File: src/rtl/benes_route_ctrl.sv
// Sequenced routing controller for an 8-port Benes network.
// Validates a destination permutation, then derives all 20 switch settings
// with the looping algorithm (lowest unset switch first, straight first):
// 8 check cycles, 4 outer-loop cycles, 2 inner cycles, then a held output.
module benes_route_ctrl (
  input  logic        clk,
  input  logic        rst_n,
  input  logic [23:0] perm_in,
  input  logic        in_valid,
  output logic        in_ready,
  output logic [19:0] cfg,
  output logic        err,
  output logic        cfg_valid,
  input  logic        cfg_ready
);

  typedef enum logic [2:0] {StIdle, StCheck, StOuter, StInner, StDone} state_e;

  state_e          state_q, state_d;
  logic [7:0][2:0] mp_q, mp_d;
  logic [7:0][2:0] inv_q, inv_d;
  logic [7:0]      seen_q, seen_d;
  logic            dup_q, dup_d;
  logic [2:0]      cnt_q, cnt_d;
  logic [3:0]      s0set_q, s0set_d;
  logic [2:0]      nxt_q, nxt_d;
  logic [3:0][1:0] up_q, up_d;
  logic [3:0][1:0] lo_q, lo_d;
  logic [19:0]     cfg_q, cfg_d;
  logic            err_q, err_d;

  // Check stage: destination under test and running duplicate flag
  logic [2:0] chk_dst;
  logic       dup_now;
  assign chk_dst = mp_q[cnt_q];
  assign dup_now = dup_q | seen_q[chk_dst];

  // Outer loop: input routed to the upper subnet this cycle, and its partner's destination
  logic [1:0] low_k;
  logic [2:0] oc;
  logic [2:0] od;

  // Lowest stage-0 switch not yet set
  always_comb begin
    low_k = 2'd0;
    for (int k = 3; k >= 0; k--) begin
      if (!s0set_q[k]) low_k = 2'(k);
    end
  end

  // Continue the open loop unless it has closed onto an already-set switch
  assign oc = s0set_q[nxt_q[2:1]] ? {low_k, 1'b0} : nxt_q;
  assign od = mp_q[oc ^ 3'd1];

  // Inner 4x4 routing for both subnets: port 0 always goes straight/up first
  logic [1:0][3:0][1:0] sp;
  logic [1:0][3:0][1:0] sinv;
  logic [1:0][1:0]      d1, j1, c2, d2;

  // Per-subnet looping decisions derived from the recorded sub-permutations
  always_comb begin
    sp   = '0;
    sinv = '0;
    d1   = '0;
    j1   = '0;
    c2   = '0;
    d2   = '0;
    for (int h = 0; h < 2; h++) begin
      sp[h] = (h == 0) ? up_q : lo_q;
      for (int q = 0; q < 4; q++) sinv[h][sp[h][q]] = 2'(q);
      d1[h] = sp[h][1];
      j1[h] = sinv[h][d1[h] ^ 2'd1];
      // Loop closed on switch 0 -> start fresh at port 2
      c2[h] = j1[h][1] ? j1[h] : 2'd2;
      d2[h] = sp[h][c2[h] ^ 2'd1];
    end
  end

  // Next-state logic
  always_comb begin
    state_d = state_q;
    unique case (state_q)
      StIdle:  if (in_valid) state_d = StCheck;
      StCheck: if (cnt_q == 3'd7) state_d = dup_now ? StDone : StOuter;
      StOuter: if (cnt_q == 3'd3) state_d = StInner;
      StInner: if (cnt_q == 3'd1) state_d = StDone;
      StDone:  if (cfg_ready) state_d = StIdle;
      default: state_d = StIdle;
    endcase
  end

  // Datapath updates for each phase of the routing job
  always_comb begin
    mp_d    = mp_q;
    inv_d   = inv_q;
    seen_d  = seen_q;
    dup_d   = dup_q;
    cnt_d   = cnt_q;
    s0set_d = s0set_q;
    nxt_d   = nxt_q;
    up_d    = up_q;
    lo_d    = lo_q;
    cfg_d   = cfg_q;
    err_d   = err_q;
    unique case (state_q)
      StIdle: begin
        if (in_valid) begin
          mp_d    = perm_in;
          seen_d  = '0;
          dup_d   = 1'b0;
          cnt_d   = '0;
          s0set_d = '0;
          nxt_d   = '0;
          cfg_d   = '0;
          err_d   = 1'b0;
        end
      end
      StCheck: begin
        dup_d           = dup_now;
        seen_d[chk_dst] = 1'b1;
        inv_d[chk_dst]  = cnt_q;
        cnt_d           = cnt_q + 3'd1;
        if (cnt_q == 3'd7) err_d = dup_now;
      end
      StOuter: begin
        s0set_d[oc[2:1]]         = 1'b1;
        cfg_d[{3'b000, oc[2:1]}] = oc[0];
        up_d[oc[2:1]]            = mp_q[oc][2:1];
        lo_d[oc[2:1]]            = od[2:1];
        // Partner exits via the lower subnet, fixing its stage-4 switch
        cfg_d[{3'b100, od[2:1]}] = ~od[0];
        nxt_d                    = inv_q[od ^ 3'd1];
        cnt_d                    = (cnt_q == 3'd3) ? 3'd0 : cnt_q + 3'd1;
      end
      StInner: begin
        for (int h = 0; h < 2; h++) begin
          if (cnt_q == 3'd0) begin
            cfg_d[{3'b011, 1'(h), d1[h][1]}] = ~d1[h][0];
          end else begin
            cfg_d[{3'b001, 1'(h), 1'b1}]     = c2[h][0];
            cfg_d[{3'b011, 1'(h), d2[h][1]}] = ~d2[h][0];
            cfg_d[{3'b010, 1'(h), 1'b0}]     = sp[h][0][1];
            cfg_d[{3'b010, 1'(h), 1'b1}]     = sp[h][1][1];
          end
        end
        cnt_d = cnt_q + 3'd1;
      end
      StDone: ;
      default: ;
    endcase
  end

  // Handshake and result outputs
  always_comb begin
    in_ready  = (state_q == StIdle);
    cfg_valid = (state_q == StDone);
    cfg       = cfg_q;
    err       = err_q;
  end

  // State register
  always_ff @(posedge clk or negedge rst_n) begin
    if (!rst_n) state_q <= StIdle;
    else        state_q <= state_d;
  end

  // Datapath registers
  always_ff @(posedge clk or negedge rst_n) begin
    if (!rst_n) begin
      mp_q    <= '0;
      inv_q   <= '0;
      seen_q  <= '0;
      dup_q   <= 1'b0;
      cnt_q   <= '0;
      s0set_q <= '0;
      nxt_q   <= '0;
      up_q    <= '0;
      lo_q    <= '0;
      cfg_q   <= '0;
      err_q   <= 1'b0;
    end else begin
      mp_q    <= mp_d;
      inv_q   <= inv_d;
      seen_q  <= seen_d;
      dup_q   <= dup_d;
      cnt_q   <= cnt_d;
      s0set_q <= s0set_d;
      nxt_q   <= nxt_d;
      up_q    <= up_d;
      lo_q    <= lo_d;
      cfg_q   <= cfg_d;
      err_q   <= err_d;
    end
  end

endmodule
File: config.mk
export PLATFORM = sky130hd
export DESIGN_NAME = benes_route_ctrl
export DESIGN_NICKNAME = d
export VERILOG_FILES = /design/src/rtl/benes_route_ctrl.sv
export SDC_FILE = /design/constraint.sdc
export NUM_CORES = 1
export LEC_CHECK = 0
export ABC_CLOCK_PERIOD_IN_PS = 3100
export BUFFER_PORTS_ARGS = -buffer_cell sky130_fd_sc_hd__buf_4
export CORE_MARGIN = 2
export CORE_UTILIZATION = 59
export DETAILED_ROUTE_END_ITERATION = 16
export GPL_TIMING_DRIVEN = 0
export PLACE_DENSITY_LB_ADDON = 0.05
export SYNTH_ARGS = -nofsm -noshare
export SYNTH_HDL_FRONTEND = slang
export SYNTH_SLANG_ARGS = --single-unit
File: constraint.sdc
create_clock -name clk -period 3.1 [get_ports clk]
set_input_delay 0.155 -clock clk [delete_from_list [all_inputs] [get_ports clk]]
set_output_delay 0.155 -clock clk [all_outputs]
set_load 0.02 [all_outputs]
==> Flow_metrics.wiki, run 1 <==
{| class="wikitable"
! Metric !! Value
|-
| Most crowded layer after global routing || met2
|-
| Final max-slew violation count || 0
|-
| Peak VDD IR || 0.436 mV
|-
| Fin crit share || 93.0%
|-
| Net switching power || 0.00196 W
|-
| Final standard cell area without fillers || 0.00621 sq mm
|-
| Clk_lat worst skew || 0.37 ns
|-
| Met1 capacity usage during global routing || 36.1%
|-
| Number of warnings reported in the yosys synthesis log || 0
|-
| Final hold vios || 0
|-
| Post CTS Setup Buffer Count || 0
|-
| Vias after detailed routing || 4003
|-
| Critical Path Max Stage Delay || 0.39 ns
|-
| Count of flip-flops with a built-in enable after synthesis || 0
|-
| Largest area contributor in the netlist || dfrtp_1
|-
| Primary flip-flop cell chosen by synthesis mapping || dfrtp_1
|-
| Filler Cell Count || 653
|-
| Register bit count reported by yosys || 105
|-
| RSZ-0062 raised after global routing || no
|-
| Clock tree root buffer cell || clkbuf_8
|-
| Deepest clock path buffer count || 2
|-
| DIE AREA || 0.00974 sq mm
|-
| Vias/cell || 5.98
|-
| Reg clk slew, reported paths || 0.11 ns
|-
| Iteration-0 DRC count of the detailed router || 262
|-
| Logic depth of the worst register-to-register path || 10
|-
| Total DRC errors in the routed layout || 0
|-
| Number of antenna violations at the first check in global routing || 0
|-
| CP Data Arrival Time || 3.13 ns
|-
| P&R area growth vs syn || 17.3%
|-
| Share of synthesized registers carrying an async set or reset || 100%
|-
| Power per standard cell area || 794 mW/mm^2
|-
| Setup slack on the worst flop-to-flop path || 0.22 ns
|-
| Global route total overflow || 0
|-
| Kind of path behind the tightest hold check || input pin to flop
|-
| Syn Area/Cell || 11.1 sq um
|-
| Half-perimeter wire length after placement || 8.63 mm
|-
| Endpoint type of the worst setup path || flop
|-
| Leakage power summed over all cells || 2.88 nW
|-
| Core Box Area || 0.00872 sq mm
|-
| Hold Path Origin || perm_in[19]
|-
| Clock share of power || 17.0%
|-
| Buffering stage count on the worst path with inverters included || 2
|-
| Number of instances on the worst hold path || 2
|-
| Critical path start-end classification || flop to flop
|-
| Final weighted congestion in routability-driven placement || 0.882
|-
| # Max-Cap Violations || 0
|-
| Fin crit period || 2.88 ns
|-
| Number of diodes || 0
|-
| Height of the die || 98.7 um
|-
| Worst Hold Margin || 0.0120 ns
|-
| First-pass GRT wire length || 20.1 mm
|-
| Area of the mapped netlist || 0.00529 sq mm
|-
| Slowest cell on crit path || dfrtp_1
|-
| Minimum setup slack in the final design || 0.216 ns
|-
| Port Buf Inserts || 50
|-
| Via count of the first global-routing pass || 3988
|-
| Top achievable clock speed || 347 MHz
|-
| Worst Setup Slack post-DPL || 0.125 ns
|-
| Worst EP required || 3.34 ns
|-
| Synth Net Count || 512
|-
| Setup Viol. Count Final || 0
|-
| Synth cell types || 58
|-
| Boundary Pins || 51
|-
| Max FO, Critical Path || 10
|-
| CTS H-tree depth || 3
|-
| Total track usage || 26.4%
|-
| Worst slew margin relative to its limit || 46.3%
|-
| Row cnt || 34
|-
| Setup skew after layout || 0.0135 ns
|-
| Largest cells by area after synthesis || dfrtp_1 50%, mux2_2 7.9%, mux2i_1 7.6%
|-
| Sequential share of power || 41.0%
|-
| Portion of the post-synthesis area used by sequential elements || 49.6%
|-
| Post-synth top area share || 49.6%
|-
| Origin of the critical flop-to-flop path || nxt_q[1]
|-
| Pin count of the biggest net entering global routing || 106
|-
| Gate Count Post-Synth || 478
|-
| Endpoint of the worst-slack reg-to-reg timing path || nxt_q[2]
|-
| Routed Antenna Nets || 0
|-
| Crit path max-delay family || multiplexers
|-
| Clock tree sinks || 105
|-
| Global-route met2 utilization || 42.8%
|-
| Proportion of layout cells with a drive suffix above 1 || 24.1%
|-
| Run status || completed
|-
| Leading cell types in the layout, fill and taps excluded || 105 x dfrtp_1, 54 x nand2_1, 51 x buf_4, 39 x mux2i_1, 37 x mux2_2
|-
| Per-cell routed wire length || 18.3 um
|-
| Post-layout power || 0.00493 W
|-
| Detailed Route WL || 12.2 mm
|-
| Worst Tran Pin Value || 0.805 ns
|-
| Number of nets in the final layout || 590
|-
| Standard cell area after detailed placement || 0.00580 sq mm
|-
| Number of iterations in the first detailed-routing pass || 5
|-
| Share of power burned in combinational logic || 42.1%
|-
| Die Wd || 98.7 um
|-
| GR Layer Usage met3 || 4.61%
|-
| Initial core utilization || 60.7%
|-
| Cells along the critical path || buf_6, mux2_4, o22ai_4, buf_12, mux2i_1, o22ai_2, nor2_4, mux2_1, a22oi_1, o211ai_1
|-
| CTS tree || done
|-
| Hold-critical path endpoint || mp_q[19]
|-
| Internal power contribution || 0.00297 W
|-
| Total negative slack || 0 ns
|-
| Crit start category || flop
|-
| Fraction of power spent switching nets || 39.8%
|-
| Commonest non-fill, non-tap cell in the layout || dfrtp_1
|-
| Number of buffers created by CTS || 9
|}
-- worst reg2reg max path, cell delays in order, from the launching register on --
cell and delay (ns):
dfrtp_1 0.39, buf_6 0.14, mux2_4 0.32, o22ai_4 0.30
buf_12 0.20, mux2i_1 0.23, o22ai_2 0.13, nor2_4 0.29
mux2_1 0.38, a22oi_1 0.23, o211ai_1 0.14
-- Yosys cell counts, drive strengths merged, types with 2 or more instances --
library cell,count
dfrtp,105
nand2,56
mux2,42
mux2i,40
nor2,35
o21ai,33
a21oi,19
clkbuf,13
o22ai,13
a21o,10
inv,10
a22o,8
buf,8
nand3,7
nor2b,7
ha,6
mux4,6
nand2b,6
nor3,6
a22oi,5
and2,5
o22a,4
nor3b,3
o211ai,3
nand3b,2
nand4,2
o21bai,2
o41ai,2
or2,2
xnor2,2
xor2,2
-- metal layers --
metal	part of all wire (%)	wire length [um]
met5	0	0
met4	2.4	293
met3	5.2	635
met2	49	5990
met1	43	5320
-- through the flow --
stage / std cells / utilization [%]
after CTS: 667 / 70.6
after floorplan: 478 / -
after global placement: 636 / 66.5
after global routing: 669 / 71.2
final: 669 / 71.2
after detailed placement: 636 / 66.5
-- worst max-delay path by stage --
stage	start	endpoint	slack [ns]	depth (start not counted)
2_1_floorplan	nxt_q[1]	nxt_q[0]	0.54	10
3_3_place_gp	cnt_q[2]	inv_q[18]	0.21	6
3_5_place_dp	nxt_q[1]	nxt_q[2]	0.12	10
4_1_cts	nxt_q[1]	nxt_q[2]	0.10	10
5_1_grt	cnt_q[0]	state_q[2]	0.02	9
6_report	nxt_q[1]	nxt_q[2]	0.22	10
-- power by group through the flow --
stage,Sequential (W),Clock [W],Combinational [W]
floorplan,0.00195,0,0.00153
global placement,0.00202,0,0.00196
detailed placement,0.00204,0,0.00203
CTS,0.00202,0.000851,0.00204
global route,0.00207,0.000909,0.00227
finish,0.00202,0.000836,0.00207
-- registers in the layout, indices dropped and copies added, names as in the netlist, 4 cells and up --
| signal | cells |
|---|---|
| sp | 5 |
| seen_q | 8 |
| inv_q | 24 |
| lo_q | 5 |
| cfg | 20 |
| s0set_q | 4 |
| mp_q | 24 |
| d1 | 4 |
-- timing repair --
action	in CTS	in global routing
gates resized for setup	0	4
hold endpoints to repair	15	36
hold buffers	15	1
setup endpoints to repair	0	9
-- cell type report --
cell class | instances | area, sq um | area share [%]
buffer | 21 | 124 | 1.99
clock buffer | 9 | 124 | 1.99
clock inverter | 7 | 76.3 | 1.23
inverter | 11 | 45.0 | 0.725
multi-input combinational | 341 | 2510 | 40.4
sequential | 105 | 2630 | 42.3
tap | 108 | 135 | 2.18
timing repair buffer | 67 | 567 | 9.13
-- cell families (layout without fill, tap and decap cells) --
kind of cell / count (synthesis) / after routing / synth area share, %
DFF: 105 / 105 / 49.6
buffers and inverters: 32 / 115 / 3.07
xor gates and xnor gates: 4 / 4 / 0.662
and+or+nand+nor: 134 / 134 / 12.1
adders and majority gates: 6 / 6 / 1.42
muxes: 88 / 88 / 19.2
AOI/OAI and AO/OA: 109 / 109 / 13.9
Power figures use the tool's default switching activity.
==> run 2: changes to the inputs <==
BUFFER_PORTS_ARGS = unset   (was -buffer_cell sky130_fd_sc_hd__buf_4)
CORE_UTILIZATION = 64   (was 59)
DONT_BUFFER_PORTS = 1   (was unset)
==> Flow_metrics.wiki, run 2 (same netlist as run 1, synthesis figures left out) <==
{| class="wikitable"
! Metric !! Value
|-
| Run status || completed
|-
| Row cnt || 33 (-2.9%)
|-
| Kind of path behind the tightest hold check || input pin to flop
|-
| First-pass GRT wire length || 19.2 mm (-4.5%)
|-
| Setup skew after layout || 0.00988 ns (-0.00360 ns)
|-
| Setup slack on the worst flop-to-flop path || 0.19 ns (-0.02 ns)
|-
| Top achievable clock speed || 344 MHz (-0.73%)
|-
| Buffering stage count on the worst path with inverters included || 2 (unchanged)
|-
| Routed Antenna Nets || 0 (unchanged)
|-
| Worst Tran Pin Value || 0.790 ns (-0.0154 ns)
|-
| Worst slew margin relative to its limit || 47.3% (+1.0 points)
|-
| Leading cell types in the layout, fill and taps excluded || 105 x dfrtp_1, 54 x nand2_1, 39 x mux2i_1, 37 x mux2_2, 34 x nor2_1
|-
| Post CTS Setup Buffer Count || 0 (unchanged)
|-
| Detailed Route WL || 11.7 mm (-4.7%)
|-
| Iteration-0 DRC count of the detailed router || 259 (-1.1%)
|-
| Endpoint type of the worst setup path || flop
|-
| Number of buffers created by CTS || 9 (unchanged)
|-
| Sequential cell area || 0.00263 sq mm (unchanged)
|-
| Number of diodes || 0 (unchanged)
|-
| Total DRC errors in the routed layout || 0 (unchanged)
|-
| Global route total overflow || 0 (unchanged)
|-
| CP Data Arrival Time || 3.17 ns (+0.04 ns)
|-
| CTS tree || done
|-
| Critical Path Max Stage Delay || 0.53 ns (+0.14 ns)
|-
| Clk_lat worst skew || 0.37 ns (about the same)
|-
| DIE AREA || 0.00901 sq mm (-7.5%)
|-
| Final hold vios || 0 (unchanged)
|-
| P&R area growth vs syn || 11.6%
|-
| Worst EP required || 3.36 ns (+0.02 ns)
|-
| Reg clk slew, reported paths || 0.10 ns (about the same)
|-
| Number of nets in the final layout || 550 (-6.8%)
|-
| Proportion of layout cells with a drive suffix above 1 || 16.3% (-7.7 points)
|-
| Port Buf Inserts || 0 (-100%)
|-
| Number of iterations in the first detailed-routing pass || 5 (unchanged)
|-
| Clock tree root buffer cell || clkbuf_8
|-
| Filler Cell Count || 577 (-12%)
|-
| Vias/cell || 6.15 (+2.8%)
|-
| Peak VDD IR || 0.509 mV (+17%)
|-
| Worst Hold Margin || 0.0160 ns (+0.00399 ns)
|-
| Critical path start-end classification || flop to flop
|-
| Fin crit share || 93.7% (+0.69 points)
|-
| Initial core utilization || 65.1% (+4.4 points)
|-
| Final weighted congestion in routability-driven placement || 0.857 (-2.8%)
|-
| Crit start category || flop
|-
| Total negative slack || 0 ns (unchanged)
|-
| Boundary Pins || 51 (unchanged)
|-
| Core Box Area || 0.00813 sq mm (-6.7%)
|-
| Die Wd || 94.9 um (-3.8%)
|-
| Vias after detailed routing || 3849 (-3.8%)
|-
| Cells along the critical path || clkbuf_1, clkinv_1, mux2i_2, and2_1, and3_1, mux2_2
|-
| Per-cell routed wire length || 18.6 um (+1.9%)
|-
| Deepest clock path buffer count || 2 (unchanged)
|-
| Crit path max-delay family || buffers and inverters
|-
| Max FO, Critical Path || 10 (unchanged)
|-
| Height of the die || 94.9 um (-3.8%)
|-
| Commonest non-fill, non-tap cell in the layout || dfrtp_1
|-
| Half-perimeter wire length after placement || 8.22 mm (-4.8%)
|-
| Fin crit period || 2.91 ns (+0.0213 ns)
|-
| Footprint of the multi-input gates || 0.00252 sq mm (+0.20%)
|-
| Leakage power summed over all cells || 2.65 nW (-7.9%)
|-
| Power per standard cell area || 820 mW/mm^2 (+3.2%)
|-
| Final max-slew violation count || 0 (unchanged)
|-
| Total track usage || 28.4% (+2.0 points)
|-
| Number of antenna violations at the first check in global routing || 0 (unchanged)
|-
| # Max-Cap Violations || 0 (unchanged)
|-
| Setup Viol. Count Final || 0 (unchanged)
|-
| Clock tree sinks || 105 (unchanged)
|-
| Fin util || 72.6% (+1.4 points)
|-
| CTS H-tree depth || 3 (unchanged)
|-
| Via count of the first global-routing pass || 3746 (-6.1%)
|-
| RSZ-0062 raised after global routing || no
|-
| Pin count of the biggest net entering global routing || 106 (unchanged)
|-
| Slowest cell on crit path || mux2i_2
|}
## run 2: changes by cell type in the layout (fill, tap and decap cells not counted), sizes merged
cell	change
buf	-50
clkinv	-2
clkinvlp	+2
dlygate4sd3	+10
## run 2: worst reg2reg max path: cells and delay by family (launching register included)
| kind | cells | cell delay (ns) |
|---|---|---|
| mux | 2 | 0.89 |
| flops | 1 | 0.40 |
| simple gates | 2 | 0.59 |
| buf+inv | 2 | 0.92 |
## run 2: area by class of cell
| class | count | area share, % |
|---|---|---|
| clock inverter | 7 | 0.932 |
| clock buffer | 9 | 2.10 |
| tap | 105 | 2.22 |
| sequential | 105 | 44.5 |
| buffer | 21 | 2.10 |
| multi-input combinational | 341 | 42.6 |
| inverter | 11 | 0.699 |
| timing repair buffer | 27 | 4.87 |
## run 2: path summary, 6_finish.rpt
path / start / end / cells after the start
max in group asynchronous: rst_n / seen_q[6] / 2
setup / recovery: cnt_q[2] / inv_q[20] / 6
min in group asynchronous: rst_n / cfg[7] / 2
setup reg to reg: cnt_q[2] / inv_q[20] / 6
hold reg to reg: inv_q[7] / inv_q[7] / 2
hold / removal: in_valid / state_q[0] / 2
## run 2: report_power, final
group          internal (W)  switching (W)
combinational      0.000887        0.00114
sequential          0.00174       0.000297
clock              0.000300       0.000484
total               0.00292        0.00192
## run 2: metal layers
| layer | wire (um) | part of all wire (%) | vias up | global-route usage (%) |
|---|---|---|---|---|
| met5 | 0 | 0 | - | 0 |
| met4 | 183 | 1.6 | 0 | 7.73 |
| met3 | 468 | 4.0 | 21 | 5.51 |
| met2 | 5800 | 50 | 100 | 46.2 |
| met1 | 5220 | 45 | 1922 | 39.3 |
| li1 | - | - | 1806 | - |
## run 2: what timing repair did
| item | 4_1_cts | 5_1_grt |
|---|---|---|
| hold buffers | 27 | 0 |
| gates resized for setup | 0 | 4 |
| hold endpoints to repair | 130 | 0 |
| setup endpoints to repair | 0 | 14 |
## run 2: through the flow
stage               instance area [sq um]  power (W)  instances  worst slack (ns)
floorplan                            5290    0.00348        478             0.543
global placement                     5420    0.00390        583             0.176
detailed placement                   5420    0.00399        583            0.0547
CTS                                  5890    0.00482        626            0.0484
global route                         5910    0.00516        626            0.0387
finish                               5910    0.00484        626             0.195
==> run 3: changes to the inputs <==
ABC_CLOCK_PERIOD_IN_PS = 3400   (was 3100)
CORE_UTILIZATION = 67   (was 64)
clock period = 3.4 ns   (was 3.1 ns; I/O delays follow)
==> Flow_metrics.wiki, run 3 (same netlist as run 1, synthesis figures left out) <==
{| class="wikitable"
! Metric !! Value
|-
| Critical path start-end classification || flop to flop
|-
| Total DRC errors in the routed layout || 0 (unchanged)
|-
| Total negative slack || 0 ns (unchanged)
|-
| Worst EP required || 3.66 ns (+0.30 ns)
|-
| Core Box Area || 0.00769 sq mm (-5.5%)
|-
| Height of the die || 92.9 um (-2.2%)
|-
| Leakage power summed over all cells || 2.67 nW (+0.54%)
|-
| Number of gates resized after CTS || 0 (unchanged)
|-
| Clock tree root buffer cell || clkbuf_8
|-
| Reg clk slew, reported paths || 0.09 ns (about the same)
|-
| Commonest non-fill, non-tap cell in the layout || dfrtp_1
|-
| Max FO, Critical Path || 10 (unchanged)
|-
| Total track usage || 30.5% (+2.1 points)
|-
| Proportion of layout cells with a drive suffix above 1 || 15.6% (-0.74 points)
|-
| Buffering stage count on the worst path with inverters included || 2 (unchanged)
|-
| CTS H-tree depth || 3 (unchanged)
|-
| Setup skew after layout || 0.00744 ns (-0.00243 ns)
|-
| Vias/cell || 6.18 (+0.49%)
|-
| Pin count of the biggest net entering global routing || 106 (unchanged)
|-
| Detailed Route WL || 12.2 mm (+4.8%)
|-
| Global route total overflow || 0 (unchanged)
|-
| Fin crit period || 2.97 ns (+0.0678 ns)
|-
| Endpoint type of the worst setup path || flop
|-
| Half-perimeter wire length after placement || 8.28 mm (+0.74%)
|-
| RSZ-0062 raised after global routing || no
|-
| Setup slack on the worst flop-to-flop path || 0.43 ns (+0.23 ns)
|-
| CP Data Arrival Time || 3.23 ns (+0.06 ns)
|-
| Iteration-0 DRC count of the detailed router || 410 (+58%)
|-
| Fin crit share || 87.4% (-6.3 points)
|-
| Die Wd || 92.9 um (-2.2%)
|-
| Number of diodes || 0 (unchanged)
|-
| Row cnt || 32 (-3.0%)
|-
| Crit path max-delay family || multiplexers
|-
| Slowest cell on crit path || mux2i_1
|-
| Number of buffers created by CTS || 9 (unchanged)
|-
| Final weighted congestion in routability-driven placement || 0.866 (+1.1%)
|-
| # Max-Cap Violations || 0 (unchanged)
|-
| Number of nets in the final layout || 550 (unchanged)
|-
| Initial core utilization || 68.8% (+3.8 points)
|-
| Worst Hold Margin || 0.0388 ns (+0.0228 ns)
|-
| Per-cell routed wire length || 19.7 um (+5.5%)
|-
| Peak VDD IR || 0.524 mV (+2.8%)
|-
| Setup Viol. Count Final || 0 (unchanged)
|-
| Routed Antenna Nets || 0 (unchanged)
|-
| Port Buf Inserts || 0 (unchanged)
|-
| Final max-slew violation count || 0 (unchanged)
|-
| Critical Path Max Stage Delay || 0.64 ns (+0.11 ns)
|-
| Number of iterations in the first detailed-routing pass || 5 (unchanged)
|-
| Number of antenna violations at the first check in global routing || 0 (unchanged)
|-
| CTS tree || done
|-
| Leading cell types in the layout, fill and taps excluded || 105 x dfrtp_1, 54 x nand2_1, 40 x mux2i_1, 37 x mux2_2, 34 x nor2_1
|-
| P&R area growth vs syn || 11.3%
|-
| Kind of path behind the tightest hold check || input pin to flop
|-
| Cells along the critical path || clkbuf_1, clkinv_1, mux2i_1, and2_1, and3_1, mux2_2
|-
| DIE AREA || 0.00863 sq mm (-4.3%)
|-
| Clock tree sinks || 105 (unchanged)
|-
| Vias after detailed routing || 3843 (-0.16%)
|-
| Power per standard cell area || 758 mW/mm^2 (-7.6%)
|-
| Clk_lat worst skew || 0.36 ns (about the same)
|-
| Top achievable clock speed || 336 MHz (-2.3%)
|-
| Final hold vios || 0 (unchanged)
|-
| Crit start category || flop
|-
| Worst Tran Pin Value || 0.742 ns (-0.0481 ns)
|-
| First-pass GRT wire length || 20.0 mm (+4.2%)
|-
| Boundary Pins || 51 (unchanged)
|-
| Run status || completed
|-
| Worst slew margin relative to its limit || 50.2% (+2.9 points)
|-
| Deepest clock path buffer count || 2 (unchanged)
|-
| Via count of the first global-routing pass || 3935 (+5.0%)
|}
## run 3: final timing paths
path	start	end	depth (start not counted)
min reg2reg	seen_q[3]	seen_q[3]	1
min in group asynchronous	rst_n	cfg[13]	2
max in group asynchronous	rst_n	state_q[1]	2
max	cnt_q[2]	inv_q[18]	6
min	in_valid	state_q[0]	2
max reg2reg	cnt_q[2]	inv_q[18]	6
## run 3: stage by stage
stage                     instance area (sq um)  power, W  setup WS (ns)  std cells  utilization [%]
final                                      5890   0.00447          0.427        622             76.7
after global routing                       5890   0.00473          0.236        622             76.7
after global placement                     5420   0.00356          0.532        580             70.5
after CTS                                  5890   0.00443          0.438        622             76.7
after floorplan                            5290   0.00317          0.843        478                -
after detailed placement                   5420   0.00363          0.453        580             70.5
## run 3: power by group
| part | leakage, nW | internal [W] | switching [W] |
|---|---|---|---|
| registers | 1.38 | 0.00158 | 0.000270 |
| logic | 1.19 | 0.000799 | 0.00106 |
| clock network | 0.0961 | 0.000337 | 0.000419 |
## run 3: timing repair
action,in CTS,in global routing
buffers inserted,0,0
hold buffers,27,0
hold endpoints to repair,130,0
## run 3: metal layers
layer / global-route usage, % / share of wire [%] / wire length (um) / up-vias
met1: 41.3 / 43 / 5310 / 1892
met4: 12.6 / 2.7 / 333 / 0
li1: - / - / - / 1797
met5: 0 / 0 / 0 / -
met3: 4.31 / 5.1 / 619 / 25
met2: 49.9 / 49 / 5970 / 129
## run 3: layout make-up
class                   count  area, sq um
flip-flops and latches    105         2630
multi-input cells         341         2500
fillers                   508         1790
repair buffers             27          288
clock buffers              10          128
well taps                 102          128
plain buffers              21          121
clock inverters             5         57.6
inverters                  11         41.3
